File: src/rtl/seg7_pkg.sv
// Shared definitions for the 7-segment scan controller: segment vector type,
// blank pattern and the active-low hex glyphs, ordered {g,f,e,d,c,b,a}.
package seg7_pkg;

    typedef logic [6:0] seg7_t;

    localparam seg7_t SEG_BLANK = 7'h7F;

    localparam seg7_t SEG_0 = 7'b1000000;
    localparam seg7_t SEG_1 = 7'b1111001;
    localparam seg7_t SEG_2 = 7'b0100100;
    localparam seg7_t SEG_3 = 7'b0110000;
    localparam seg7_t SEG_4 = 7'b0011001;
    localparam seg7_t SEG_5 = 7'b0010010;
    localparam seg7_t SEG_6 = 7'b0000010;
    localparam seg7_t SEG_7 = 7'b1111000;
    localparam seg7_t SEG_8 = 7'b0000000;
    localparam seg7_t SEG_9 = 7'b0010000;
    localparam seg7_t SEG_A = 7'b0001000;
    localparam seg7_t SEG_B = 7'b0000011;
    localparam seg7_t SEG_C = 7'b1000110;
    localparam seg7_t SEG_D = 7'b0100001;
    localparam seg7_t SEG_E = 7'b0000110;
    localparam seg7_t SEG_F = 7'b0001110;

endpackage

File: src/rtl/seg7_hex_decode.sv
// Combinational hex nibble to active-low 7-segment glyph decoder.
module seg7_hex_decode
    import seg7_pkg::*;
(
    input  logic [3:0] nib,
    output seg7_t      seg_n
);

    // Full 16-entry glyph lookup
    always_comb begin
        seg_n = SEG_BLANK;
        case (nib)
            4'h0: seg_n = SEG_0;
            4'h1: seg_n = SEG_1;
            4'h2: seg_n = SEG_2;
            4'h3: seg_n = SEG_3;
            4'h4: seg_n = SEG_4;
            4'h5: seg_n = SEG_5;
            4'h6: seg_n = SEG_6;
            4'h7: seg_n = SEG_7;
            4'h8: seg_n = SEG_8;
            4'h9: seg_n = SEG_9;
            4'hA: seg_n = SEG_A;
            4'hB: seg_n = SEG_B;
            4'hC: seg_n = SEG_C;
            4'hD: seg_n = SEG_D;
            4'hE: seg_n = SEG_E;
            4'hF: seg_n = SEG_F;
        endcase
    end

endmodule

File: src/rtl/seg7_scan_ctrl.sv
// Time-multiplexed common-anode 7-segment scan controller with per-slot
// anode dead time, leading-zero blanking and frame-aligned double buffering.
module seg7_scan_ctrl
    import seg7_pkg::*;
#(
    parameter int DIGITS    = 4,
    parameter int SCAN_DIV  = 50000,
    parameter int BLANK_CYC = 500
) (
    input  logic                clk,
    input  logic                rst_n,
    input  logic                enable,
    input  logic [4*DIGITS-1:0] value,
    input  logic [DIGITS-1:0]   dp,
    input  logic                lzb,
    input  logic                load,
    output logic                busy,
    output logic                frame_tick,
    output logic [DIGITS-1:0]   an_n,
    output logic [6:0]          seg_n,
    output logic                dp_n
);

    localparam int VAL_W = 4 * DIGITS;
    localparam int CNT_W = $clog2(SCAN_DIV);
    localparam int IDX_W = $clog2(DIGITS);

    localparam logic [CNT_W-1:0] CNT_LAST  = CNT_W'(SCAN_DIV - 1);
    localparam logic [CNT_W-1:0] CNT_BLANK = CNT_W'(BLANK_CYC);
    localparam logic [IDX_W-1:0] IDX_LAST  = IDX_W'(DIGITS - 1);

    logic [CNT_W-1:0]  cnt_q, cnt_d;
    logic [IDX_W-1:0]  idx_q, idx_d;
    logic [VAL_W-1:0]  shadow_q, shadow_d;
    logic [VAL_W-1:0]  display_q, display_d;
    logic              busy_q, busy_d;
    logic              frame_tick_q, frame_tick_d;
    logic [DIGITS-1:0] an_n_q, an_n_d;
    seg7_t             seg_n_q, seg_n_d;
    logic              dp_n_q, dp_n_d;

    logic [3:0]        nib [DIGITS];
    logic [DIGITS-1:0] upper_zero;   // nibbles gi..DIGITS-1 of display are all zero
    logic [3:0]        cur_nib;
    seg7_t             dec_seg;
    logic              lzb_hide;
    logic              in_drive;
    logic              commit;

    genvar gi;
    generate
        for (gi = 0; gi < DIGITS; gi++) begin : g_digit
            assign nib[gi]        = display_q[4*gi +: 4];
            assign upper_zero[gi] = (display_q[VAL_W-1:4*gi] == '0);
        end
    endgenerate

    assign cur_nib  = nib[idx_q];
    assign lzb_hide = lzb && (idx_q != '0) && upper_zero[idx_q];
    assign in_drive = (cnt_q >= CNT_BLANK) && !lzb_hide;
    assign commit   = enable && (cnt_q == CNT_LAST) && (idx_q == IDX_LAST);

    seg7_hex_decode u_dec (
        .nib   (cur_nib),
        .seg_n (dec_seg)
    );

    // Slot counter and digit index; disabling parks both at zero
    always_comb begin
        cnt_d = cnt_q;
        idx_d = idx_q;
        if (!enable) begin
            cnt_d = '0;
            idx_d = '0;
        end else if (cnt_q == CNT_LAST) begin
            cnt_d = '0;
            idx_d = (idx_q == IDX_LAST) ? '0 : idx_q + 1'b1;
        end else begin
            cnt_d = cnt_q + 1'b1;
        end
    end

    // Shadow/display double buffer; a load coinciding with a commit (or with
    // the display going dark) bypasses straight into the display
    always_comb begin
        shadow_d     = shadow_q;
        display_d    = display_q;
        busy_d       = busy_q;
        frame_tick_d = commit;
        if (commit || !enable) begin
            if (load) begin
                shadow_d  = value;
                display_d = value;
                busy_d    = 1'b0;
            end else if (busy_q) begin
                display_d = shadow_q;
                busy_d    = 1'b0;
            end
        end else if (load) begin
            shadow_d = value;
            busy_d   = 1'b1;
        end
    end

    // Pin drive for the current phase, registered one cycle later
    always_comb begin
        an_n_d  = '1;
        seg_n_d = SEG_BLANK;
        dp_n_d  = 1'b1;
        if (enable && in_drive) begin
            an_n_d  = ~(DIGITS'(1) << idx_q);
            seg_n_d = dec_seg;
            dp_n_d  = ~dp[idx_q];
        end
    end

    // State and output registers
    always_ff @(posedge clk or negedge rst_n) begin
        if (!rst_n) begin
            cnt_q        <= '0;
            idx_q        <= '0;
            shadow_q     <= '0;
            display_q    <= '0;
            busy_q       <= 1'b0;
            frame_tick_q <= 1'b0;
            an_n_q       <= '1;
            seg_n_q      <= SEG_BLANK;
            dp_n_q       <= 1'b1;
        end else begin
            cnt_q        <= cnt_d;
            idx_q        <= idx_d;
            shadow_q     <= shadow_d;
            display_q    <= display_d;
            busy_q       <= busy_d;
            frame_tick_q <= frame_tick_d;
            an_n_q       <= an_n_d;
            seg_n_q      <= seg_n_d;
            dp_n_q       <= dp_n_d;
        end
    end

    assign busy       = busy_q;
    assign frame_tick = frame_tick_q;
    assign an_n       = an_n_q;
    assign seg_n      = seg_n_q;
    assign dp_n       = dp_n_q;

endmodule

File: config.mk
export PLATFORM = sky130hd
export DESIGN_NAME = seg7_scan_ctrl
export DESIGN_NICKNAME = d
export VERILOG_FILES = /design/src/rtl/seg7_pkg.sv /design/src/rtl/seg7_hex_decode.sv /design/src/rtl/seg7_scan_ctrl.sv
export SDC_FILE = /design/constraint.sdc
export NUM_CORES = 1
export LEC_CHECK = 0
export CAP_MARGIN = 30
export CORE_ASPECT_RATIO = 1.5
export CORE_MARGIN = 2
export CORE_UTILIZATION = 44
export CTS_BUF_LIST = sky130_fd_sc_hd__clkbuf_8
export CTS_CLUSTER_DIAMETER = 100
export DETAILED_ROUTE_END_ITERATION = 8
export GPL_TIMING_DRIVEN = 0
export PLACE_DENSITY = 0.66
export SLEW_MARGIN = 20
export SYNTH_ARGS = -nofsm -noshare
export SYNTH_HDL_FRONTEND = slang
export SYNTH_SLANG_ARGS = --single-unit
File: constraint.sdc
create_clock -name clk -period 3.4 [get_ports clk]
set_input_delay 0.85 -clock clk [delete_from_list [all_inputs] [get_ports clk]]
set_output_delay 0.85 -clock clk [all_outputs]
set_load 0.005 [all_outputs]
==> results.ini, run 1 <==
[die]
design.portCount = 39
initial_core_util = 0.457
dieArea_um2 = 7920
die_x_um = 73.3
rows = 37
core-area_um2 = 6940
die_h_um = 108

[sta]
setup_violations = 0
rsz0062_at_grt = false
min_period_ns = 2.53
finalCritPeriodShare = 0.744
timing.fmax_ghz = 0.395
tightest_slew_ns = 0.573
skew_ns = 0.0103
hold_viol = 0
slew_headroom = 0.618
slew_violations = 0

[layout]
insertedDiodeCount = 0
syn_to_final_growth_pct = 20.2
fin_nets = 349
final_core_util = 0.549
finalNonFillerCells = 395
drive_above_1_share = 0.237

[yosys]
synth-seq-cells = 64
synth_area_um2 = 3170
synth-edff-count = 0
yosysSeqAreaShare = 0.510
ys_types = 44
syn_avg_cell_area_um2 = 12.0
ys.flop_type = dfrtp_1
yosysWarnings = 0
ys_async_sr_fraction = 1.00
synth_cells = 264
syn_nets = 301

[clock_tree]
cts_num_sinks = 64
clk_latency_ns = 0.34
tritoncts = yes
cts_max_level = 3
cts_buffers = 9
clk_pin_slew_ns = 0.07
post-cts-setup-buffers = 0
cts_max_path_buffers = 2
cts_hold_buffers = 0
post_cts_resize_count = 0
root_buffer = clkbuf_8

[pwr]
cellLeakagePower_nw = 1.59
clkPwrFrac = 0.320
seqPwrFrac = 0.514
switching_power_mw = 0.457
combPwrFrac = 0.167
irDropWorstVdd_mv = 0.285
p_sw_frac = 0.267
p_int_mw = 1.25
power_density_nw_per_um2 = 448

[setup_path]
cp-start-kind = flip-flop
slowest_delay_ns = 0.66
r2r_cells = 8
critPathMaxFanout = 10
cp_slowest_cell = mux4_2
cp_data_arrival_time_ns = 2.79
path_class = flip-flop to flip-flop
required_ns = 3.66
endpoint_kind = flip-flop
crit_chain = clkbuf_1 > mux4_2 > inv_1 > ha_1 > nor2_1 > a22oi_1 > nand4_1 > o21ai_0

[placed_design]
gp_congestion = 0.834
dp.cells = 379
hpwl_um = 4310
numPortBuffers = 36

[drt]
dr.pass1.iters = 4
finalWirelength_um = 5860
drt-vias-per-instance = 5.28
drc_errors = 0
routedWlPerCell_um = 14.8
ant_nets = 0
vias = 2087
drt_iter0_markers = 119

[run_status]
status = completed

[global_route]
grt_pass1_vias = 2108
grt_usage = 0.164
antenna_found_initial = 0
overflow = 0
grt_max_degree = 41
grt_pass1_wl_um = 9800

[hold_path]
hold_class = primary input to asynchronous set/reset pin

[flow_run]
maxCapViolCount = 0

## logic make-up after synthesis
kind of cell | Yosys count | share of synthesized area
muxes | 44 | 0.179
DFF | 64 | 0.510
AOI/OAI and AO/OA | 22 | 0.0505
buffers and inverters | 21 | 0.0371
xor gates and xnor gates | 14 | 0.0387
and+or+nand+nor | 87 | 0.137
adders and majority gates | 12 | 0.0473
## critical path: cells and delay by family (launching register included)
kind	cells	cell delay, ns
compound gates	2	0.33
fa+ha+maj	1	0.32
buf+inv	2	0.60
flops	1	0.37
mux	1	0.66
simple gates	2	0.17
## power groups by stage
| stage | registers [mW] | logic, mW | clock network [mW] |
|---|---|---|---|
| floorplan | 0.870 | 0.207 | 0 |
| global placement | 0.889 | 0.280 | 0 |
| detailed placement | 0.891 | 0.287 | 0 |
| CTS | 0.878 | 0.288 | 0.561 |
| global route | 0.885 | 0.319 | 0.595 |
| finish | 0.877 | 0.284 | 0.546 |
## path summary, 6_finish.rpt
| kind | startpoint | endpoint | slack [ns] |
|---|---|---|---|
| setup / recovery | idx_q[0] | seg_n[0] | 0.87 |
| hold / removal | rst_n | cnt_q[6] | 0.40 |
| setup reg to reg | idx_q[0] | seg_n[0] | 0.87 |
| hold reg to reg | shadow_q[0] | shadow_q[0] | 0.50 |
| max in group asynchronous | rst_n | display_q[11] | 2.47 |
| min in group clk | shadow_q[0] | shadow_q[0] | 0.50 |
## stage by stage
stage,setup WS [ns],cell area (um2),setup TNS [ns],power (mW),hold WS [ns]
2_1_floorplan,1.08,3170,0,1.08,0.468
3_5_place_dp,0.882,3650,0,1.18,0.485
6_report,0.870,3810,0,1.71,0.404
4_1_cts,0.859,3810,0,1.73,0.401
5_1_grt,0.641,3810,0,1.80,0.413
3_3_place_gp,-0.551,3630,-28.43,1.17,0.479
## layer usage
metal,global-route usage,routed length [um],vias to the layer above
li1,-,-,1019
met1,0.200,2550,1014
met2,0.271,3000,43
met4,0.0948,152,0
met5,0,0,-
met3,0.0261,163,11
## cells in the mapped netlist (2+ instances only)
cell type	count	area share
dfrtp_1	52	0.41
nor2_1	29	0.034
mux2_2	23	0.082
nand2_1	19	0.022
nand3_1	13	0.021
dfstp_2	12	0.099
ha_1	12	0.047
inv_1	11	0.013
mux2_4	10	0.047
xor2_1	10	0.028
mux2i_1	7	0.022
o21ai_0	7	0.011
clkbuf_1	6	0.0071
mux4_2	4	0.028
nor3_1	4	0.0063
xnor2_1	4	0.011
a22oi_1	3	0.0071
nand4_1	3	0.0059
nor2b_1	3	0.0059
nor4_1	3	0.0059
a21oi_1	2	0.0032
and3_2	2	0.0047
buf_6	2	0.0071
nand2b_1	2	0.0039
nand3b_1	2	0.0047
## registers in the layout, indices dropped and copies added, names as in the netlist
signal / count
an_n: 4
busy: 1
cnt_q: 16
display_q: 16
dp_n: 1
frame_tick: 1
idx_q: 2
seg_n: 7
shadow_q: 16
## cells in the final DEF (no fill, tap or decap), types with 4 or more instances in the layout
cell type and count:
clkbuf_1 6, clkbuf_8 10, clkdlybuf4s50_1 35, clkinv_2 4, dfrtp_1 52, dfstp_2 12
ha_1 12, inv_1 13, mux2_2 23, mux2_4 10, mux2i_1 7, mux4_2 4
nand2_1 19, nand3_1 13, nor2_1 29, nor3_1 4, o21ai_0 7, xnor2_1 4
xor2_1 10
## cell type report
| class | instances | area, um2 |
|---|---|---|
| Sequential cell | 64 | 1620 |
| Multi-Input combinational cell | 179 | 1440 |
| Inverter | 11 | 41.3 |
| Buffer | 10 | 76.3 |
| Timing Repair Buffer | 37 | 378 |
| Clock inverter | 6 | 27.5 |
| Tap cell | 78 | 97.6 |
| Fill cell | 627 | 3130 |
| Clock buffer | 10 | 138 |
No activity file was read; power rests on OpenSTA's default activity.
==> run 2: changes to the inputs <==
==> constraint.sdc (replaced) <==
create_clock -name clk -period 2.6 [get_ports clk]
set_input_delay 0.65 -clock clk [delete_from_list [all_inputs] [get_ports clk]]
set_output_delay 0.65 -clock clk [all_outputs]
set_load 0.005 [all_outputs]
==> run 2 against run 1 <==
  * Register-to-register slack got worse by 0.64 ns
  * Power increased by 31%
  * Cell count stayed put
  * Sequential cell count did not move
  * Hold slack got worse by 0.20 ns
==> results.ini, run 2 (synthesis results as in run 1) <==
[run_status]
status = completed

[drt]
drc_errors = 0
routedWlPerCell_um = 14.9
dr.pass1.iters = 4
drt-vias-per-instance = 5.31
ant_nets = 0
finalWirelength_um = 5880
drt_iter0_markers = 112
vias = 2097

[sta]
fin_tns_setup_ns = 0
timing.fmax_ghz = 0.422
setup_violations = 0
tightest_slew_ns = 0.560
hold_viol = 0
slew_violations = 0
skew_ns = 0.00941
fin_ws_ns = 0.228
rsz0062_at_grt = false
min_period_ns = 2.37
slew_headroom = 0.624
finalCritPeriodShare = 0.912

[layout]
largestRegisters = cnt_q (16), display_q (16), shadow_q (16)
design_area_um2 = 3810
syn_to_final_growth_pct = 20.2
fill_cells = 626
final_core_util = 0.549
final_cell_mix = dfrtp_1 (52), clkdlybuf4s50_1 (35), nor2_1 (29)
fin_nets = 349
final_common_cell = dfrtp_1
insertedDiodeCount = 0
drive_above_1_share = 0.240

[setup_path]
critPathMaxFanout = 10
crit_end = display_q[12]
r2r_cells = 7
cp_data_arrival_time_ns = 2.59
endpoint_kind = flip-flop
cp-start-kind = flip-flop
reg2reg_to = display_q[12]
r2r_start = cnt_q[0]
path_class = flip-flop to flip-flop
r2r_setup_slack_ns = 0.23
cp-startpoint = cnt_q[0]
required_ns = 2.82

[pwr]
p_int_mw = 1.64
clkPwrFrac = 0.320
p_sw_frac = 0.268
seqPwrFrac = 0.514
cellLeakagePower_nw = 1.59
switching_power_mw = 0.599
combPwrFrac = 0.166
p_total_mw = 2.24
power_density_nw_per_um2 = 586
irDropWorstVdd_mv = 0.372

[placed_design]
hpwl_um = 4310
dp_slack_ns = 0.0823
numPortBuffers = 36
placed_cell_area_um2 = 3650
gp_congestion = 0.834

[global_route]
grt_pass1_wl_um = 9800
antenna_found_initial = 0
grt_max_degree = 41
overflow = 0
grt_usage = 0.164
grt_pass1_vias = 2108

[clock_tree]
cts_max_path_buffers = 2
cts_num_sinks = 64
root_buffer = clkbuf_8
post-cts-setup-buffers = 0
clk_latency_ns = 0.34
cts_buffers = 9
cts_hold_buffers = 0
cts_max_level = 3
clk_pin_slew_ns = 0.07
tritoncts = yes

[die]
core-area_um2 = 6940
rows = 37
initial_core_util = 0.457
design.portCount = 39
die_h_um = 108
die_x_um = 73.3
dieArea_um2 = 7920

[flow_run]
maxCapViolCount = 0

[hold_path]
hold_class = primary input to asynchronous set/reset pin

## run 2: area by class of cell
cell class	count	area, um2	share of cell area
clock inverter	6	27.5	0.00722
multi-input combinational	179	1440	0.377
clock buffer	10	138	0.0361
inverter	11	41.3	0.0108
sequential	64	1620	0.424
tap	78	97.6	0.0256
buffer	10	77.6	0.0203
timing repair buffer	37	378	0.0991
## run 2: power groups by stage
stage | registers (mW) | clock network, mW | logic (mW)
floorplan | 1.14 | 0 | 0.271
global placement | 1.16 | 0 | 0.366
detailed placement | 1.17 | 0 | 0.375
CTS | 1.15 | 0.734 | 0.376
global route | 1.16 | 0.778 | 0.417
finish | 1.15 | 0.716 | 0.371
## run 2: worst min path at each step
stage	from	endpoint	slack, ns	cells past startpoint
finish	rst_n	cnt_q[6]	0.20	1
global route	rst_n	cnt_q[6]	0.21	1
CTS	rst_n	cnt_q[6]	0.20	1
detailed placement	shadow_q[0]	shadow_q[0]	0.49	1
global placement	shadow_q[0]	shadow_q[0]	0.48	1
floorplan	rst_n	busy	0.35	0
## run 2: worst max-delay path, stage by stage, from the launching register on
cell     delay (ns)
dfrtp_1        0.41
ha_1           0.24
nand3_1        0.18
nor4_4         0.47
nand2_2        0.14
a21oi_4        0.32
buf_12         0.19
mux2_4         0.30
## run 2: metrics by stage
step | hold slack, ns | std cells
after floorplan | 0.354 | 264
after CTS | 0.201 | 395
final | 0.205 | 395
after global placement | 0.479 | 378
after global routing | 0.213 | 395
after detailed placement | 0.485 | 379
## run 2: what timing repair did
item | 4_1_cts | 5_1_grt
setup endpoints to repair | 0 | 12
endpoints found under the hold margin | 0 | 0
gates resized for setup | 0 | 2
## run 2: metal layers
layer / track usage / wire (um) / up-vias
met1: 0.200 / 2510 / 1014
li1: - / - / 1022
met3: 0.0261 / 206 / 11
met5: 0 / 0 / -
met4: 0.0948 / 139 / 0
met2: 0.271 / 3030 / 50
==> run 3: changes to the inputs <==
--- a/config.mk
+++ b/config.mk
@@ -7,7 +7,6 @@
 export LEC_CHECK = 0
 export CAP_MARGIN = 30
 export CORE_ASPECT_RATIO = 1.5
-export CORE_MARGIN = 2
 export CORE_UTILIZATION = 44
 export CTS_BUF_LIST = sky130_fd_sc_hd__clkbuf_8
 export CTS_CLUSTER_DIAMETER = 100
==> run 3 against run 2 <==
  * The run now ends with DRC left
  * Combinational power rose by 1%
  * Cell count did not move
  * Sequential share of layout area barely moved
  * Non-clock buffer count did not move
  * Clock power barely moved
  * Hold slack got worse by 0.022 ns
  * Clock skew fell by 0.0019 ns
  * Critical endpoint is now seg_n[0]
  * Largest cell class unchanged
  * Highest routed layer unchanged
==> results.ini, run 3 (synthesis results as in run 1) <==
[die]
rows = 37
die_h_um = 106
initial_core_util = 0.460
core-area_um2 = 6900
die_x_um = 71.3
dieArea_um2 = 7560
design.portCount = 39

[layout]
design_area_um2 = 3820
syn_to_final_growth_pct = 20.3
largestRegisters = cnt_q (16), display_q (16), shadow_q (16)
final_cell_mix = dfrtp_1 (52), clkdlybuf4s50_1 (35), nor2_1 (29)
drive_above_1_share = 0.240
fill_cells = 605
final_common_cell = dfrtp_1
insertedDiodeCount = 0
fin_nets = 349

[global_route]
grt_pass1_wl_um = 10100
grt_usage = 0.176
grt_pass1_vias = 2128
antenna_found_initial = 0
grt_max_degree = 43
overflow = 0

[pwr]
power_density_nw_per_um2 = 586
cellLeakagePower_nw = 1.59
p_total_mw = 2.23
irDropWorstVdd_mv = 0.461

[hold_path]
hold_class = primary input to asynchronous set/reset pin

[setup_path]
r2r_setup_slack_ns = 0.24
reg2reg_to = seg_n[0]
required_ns = 2.85
path_class = flip-flop to flip-flop
cp-start-kind = flip-flop
slowest_delay_ns = 0.62
endpoint_kind = flip-flop
r2r_start = idx_q[0]
cp_slowest_cell = mux4_2
cp-startpoint = idx_q[0]
crit_chain = buf_2 > mux4_2 > inv_1 > ha_1 > nor2_1 > a22oi_1 > nand4_1 > o21ai_0
cp_data_arrival_time_ns = 2.61
critPathMaxFanout = 10
r2r_cells = 8

[sta]
slew_headroom = 0.620
timing.fmax_ghz = 0.424
skew_ns = 0.00753
tightest_slew_ns = 0.566
hold_viol = 0
setup_violations = 0
whs_ns = 0.183
slew_violations = 0
rsz0062_at_grt = false
min_period_ns = 2.36
finalCritPeriodShare = 0.906

[clock_tree]
cts_max_path_buffers = 2
cts_buffers = 9
post-cts-setup-buffers = 0
cts_max_level = 3
root_buffer = clkbuf_8
clk_latency_ns = 0.35
tritoncts = yes
clk_pin_slew_ns = 0.07
cts_num_sinks = 64

[placed_design]
placed_cell_area_um2 = 3650
gp_congestion = 0.884
numPortBuffers = 36
hpwl_um = 4300

[run_status]
violations = DRC
status = complete, but fails checks

[drt]
finalWirelength_um = 5850
drt_iter0_markers = 92
drt-vias-per-instance = 5.28
dr.pass1.iters = 7
drc_errors = 5
ant_nets = 0
vias = 2085
routedWlPerCell_um = 14.8

[flow_run]
maxCapViolCount = 0

run 3: changes by cell type in the layout (fill, tap and decap cells not counted), sizes merged:
cell and delta:
buf +1, clkbuf -1, inv +1, clkinvlp +1
clkinv -2
run 3: per-stage QoR:
stage               worst slack (ns)  instances  TNS [ns]   util
floorplan                      0.282        264         0      -
global placement               -1.11        378    -62.50  0.526
detailed placement            0.0128        379         0  0.529
CTS                          0.00800        395         0  0.553
global route                  0.0107        395         0  0.553
finish                         0.244        395         0  0.553
run 3: worst max path at each step:
stage	slack (ns)	depth (start not counted)	endpoint
CTS	0.008	8	seg_n[0]
detailed placement	0.01	8	seg_n[0]
floorplan	0.28	6	display_q[10]
global placement	-1.11	1	shadow_q[14]
finish	0.24	8	seg_n[0]
global route	0.01	8	seg_n[0]
run 3: cell type report:
class / count / area [um2] / share of cell area
Sequential cell: 64 / 1620 / 0.424
Multi-Input combinational cell: 179 / 1440 / 0.377
Timing Repair Buffer: 37 / 378 / 0.0990
Clock buffer: 10 / 138 / 0.0361
Tap cell: 78 / 97.6 / 0.0256
Buffer: 10 / 78.8 / 0.0207
Inverter: 11 / 41.3 / 0.0108
Clock inverter: 6 / 28.8 / 0.00754
run 3: worst max-delay path: cells and delay by family, from the launching register on:
| family | cells | cell delay [ns] |
|---|---|---|
| muxes | 1 | 0.62 |
| buffers and inverters | 2 | 0.41 |
| DFF | 1 | 0.37 |
| AOI/OAI and AO/OA | 2 | 0.36 |
| adders and majority gates | 1 | 0.32 |
| and+or+nand+nor | 2 | 0.19 |
run 3: power breakdown:
group / internal, mW / switching (mW)
sequential: 1.08 / 0.0716
clock: 0.357 / 0.355
combinational: 0.203 / 0.172
total: 1.64 / 0.599
run 3: routing by layer:
| layer | vias up | part of all wire | GRT usage |
|---|---|---|---|
| li1 | 1018 | - | - |
| met1 | 1010 | 0.43 | 0.212 |
| met2 | 46 | 0.51 | 0.291 |
| met3 | 11 | 0.036 | 0.0398 |
| met4 | 0 | 0.024 | 0.0957 |
| met5 | - | 0 | 0 |
run 3: timing repair:
action	4_1_cts	5_1_grt
hold buffers	0	0
gates resized for setup	0	5
setup endpoints to repair	0	7
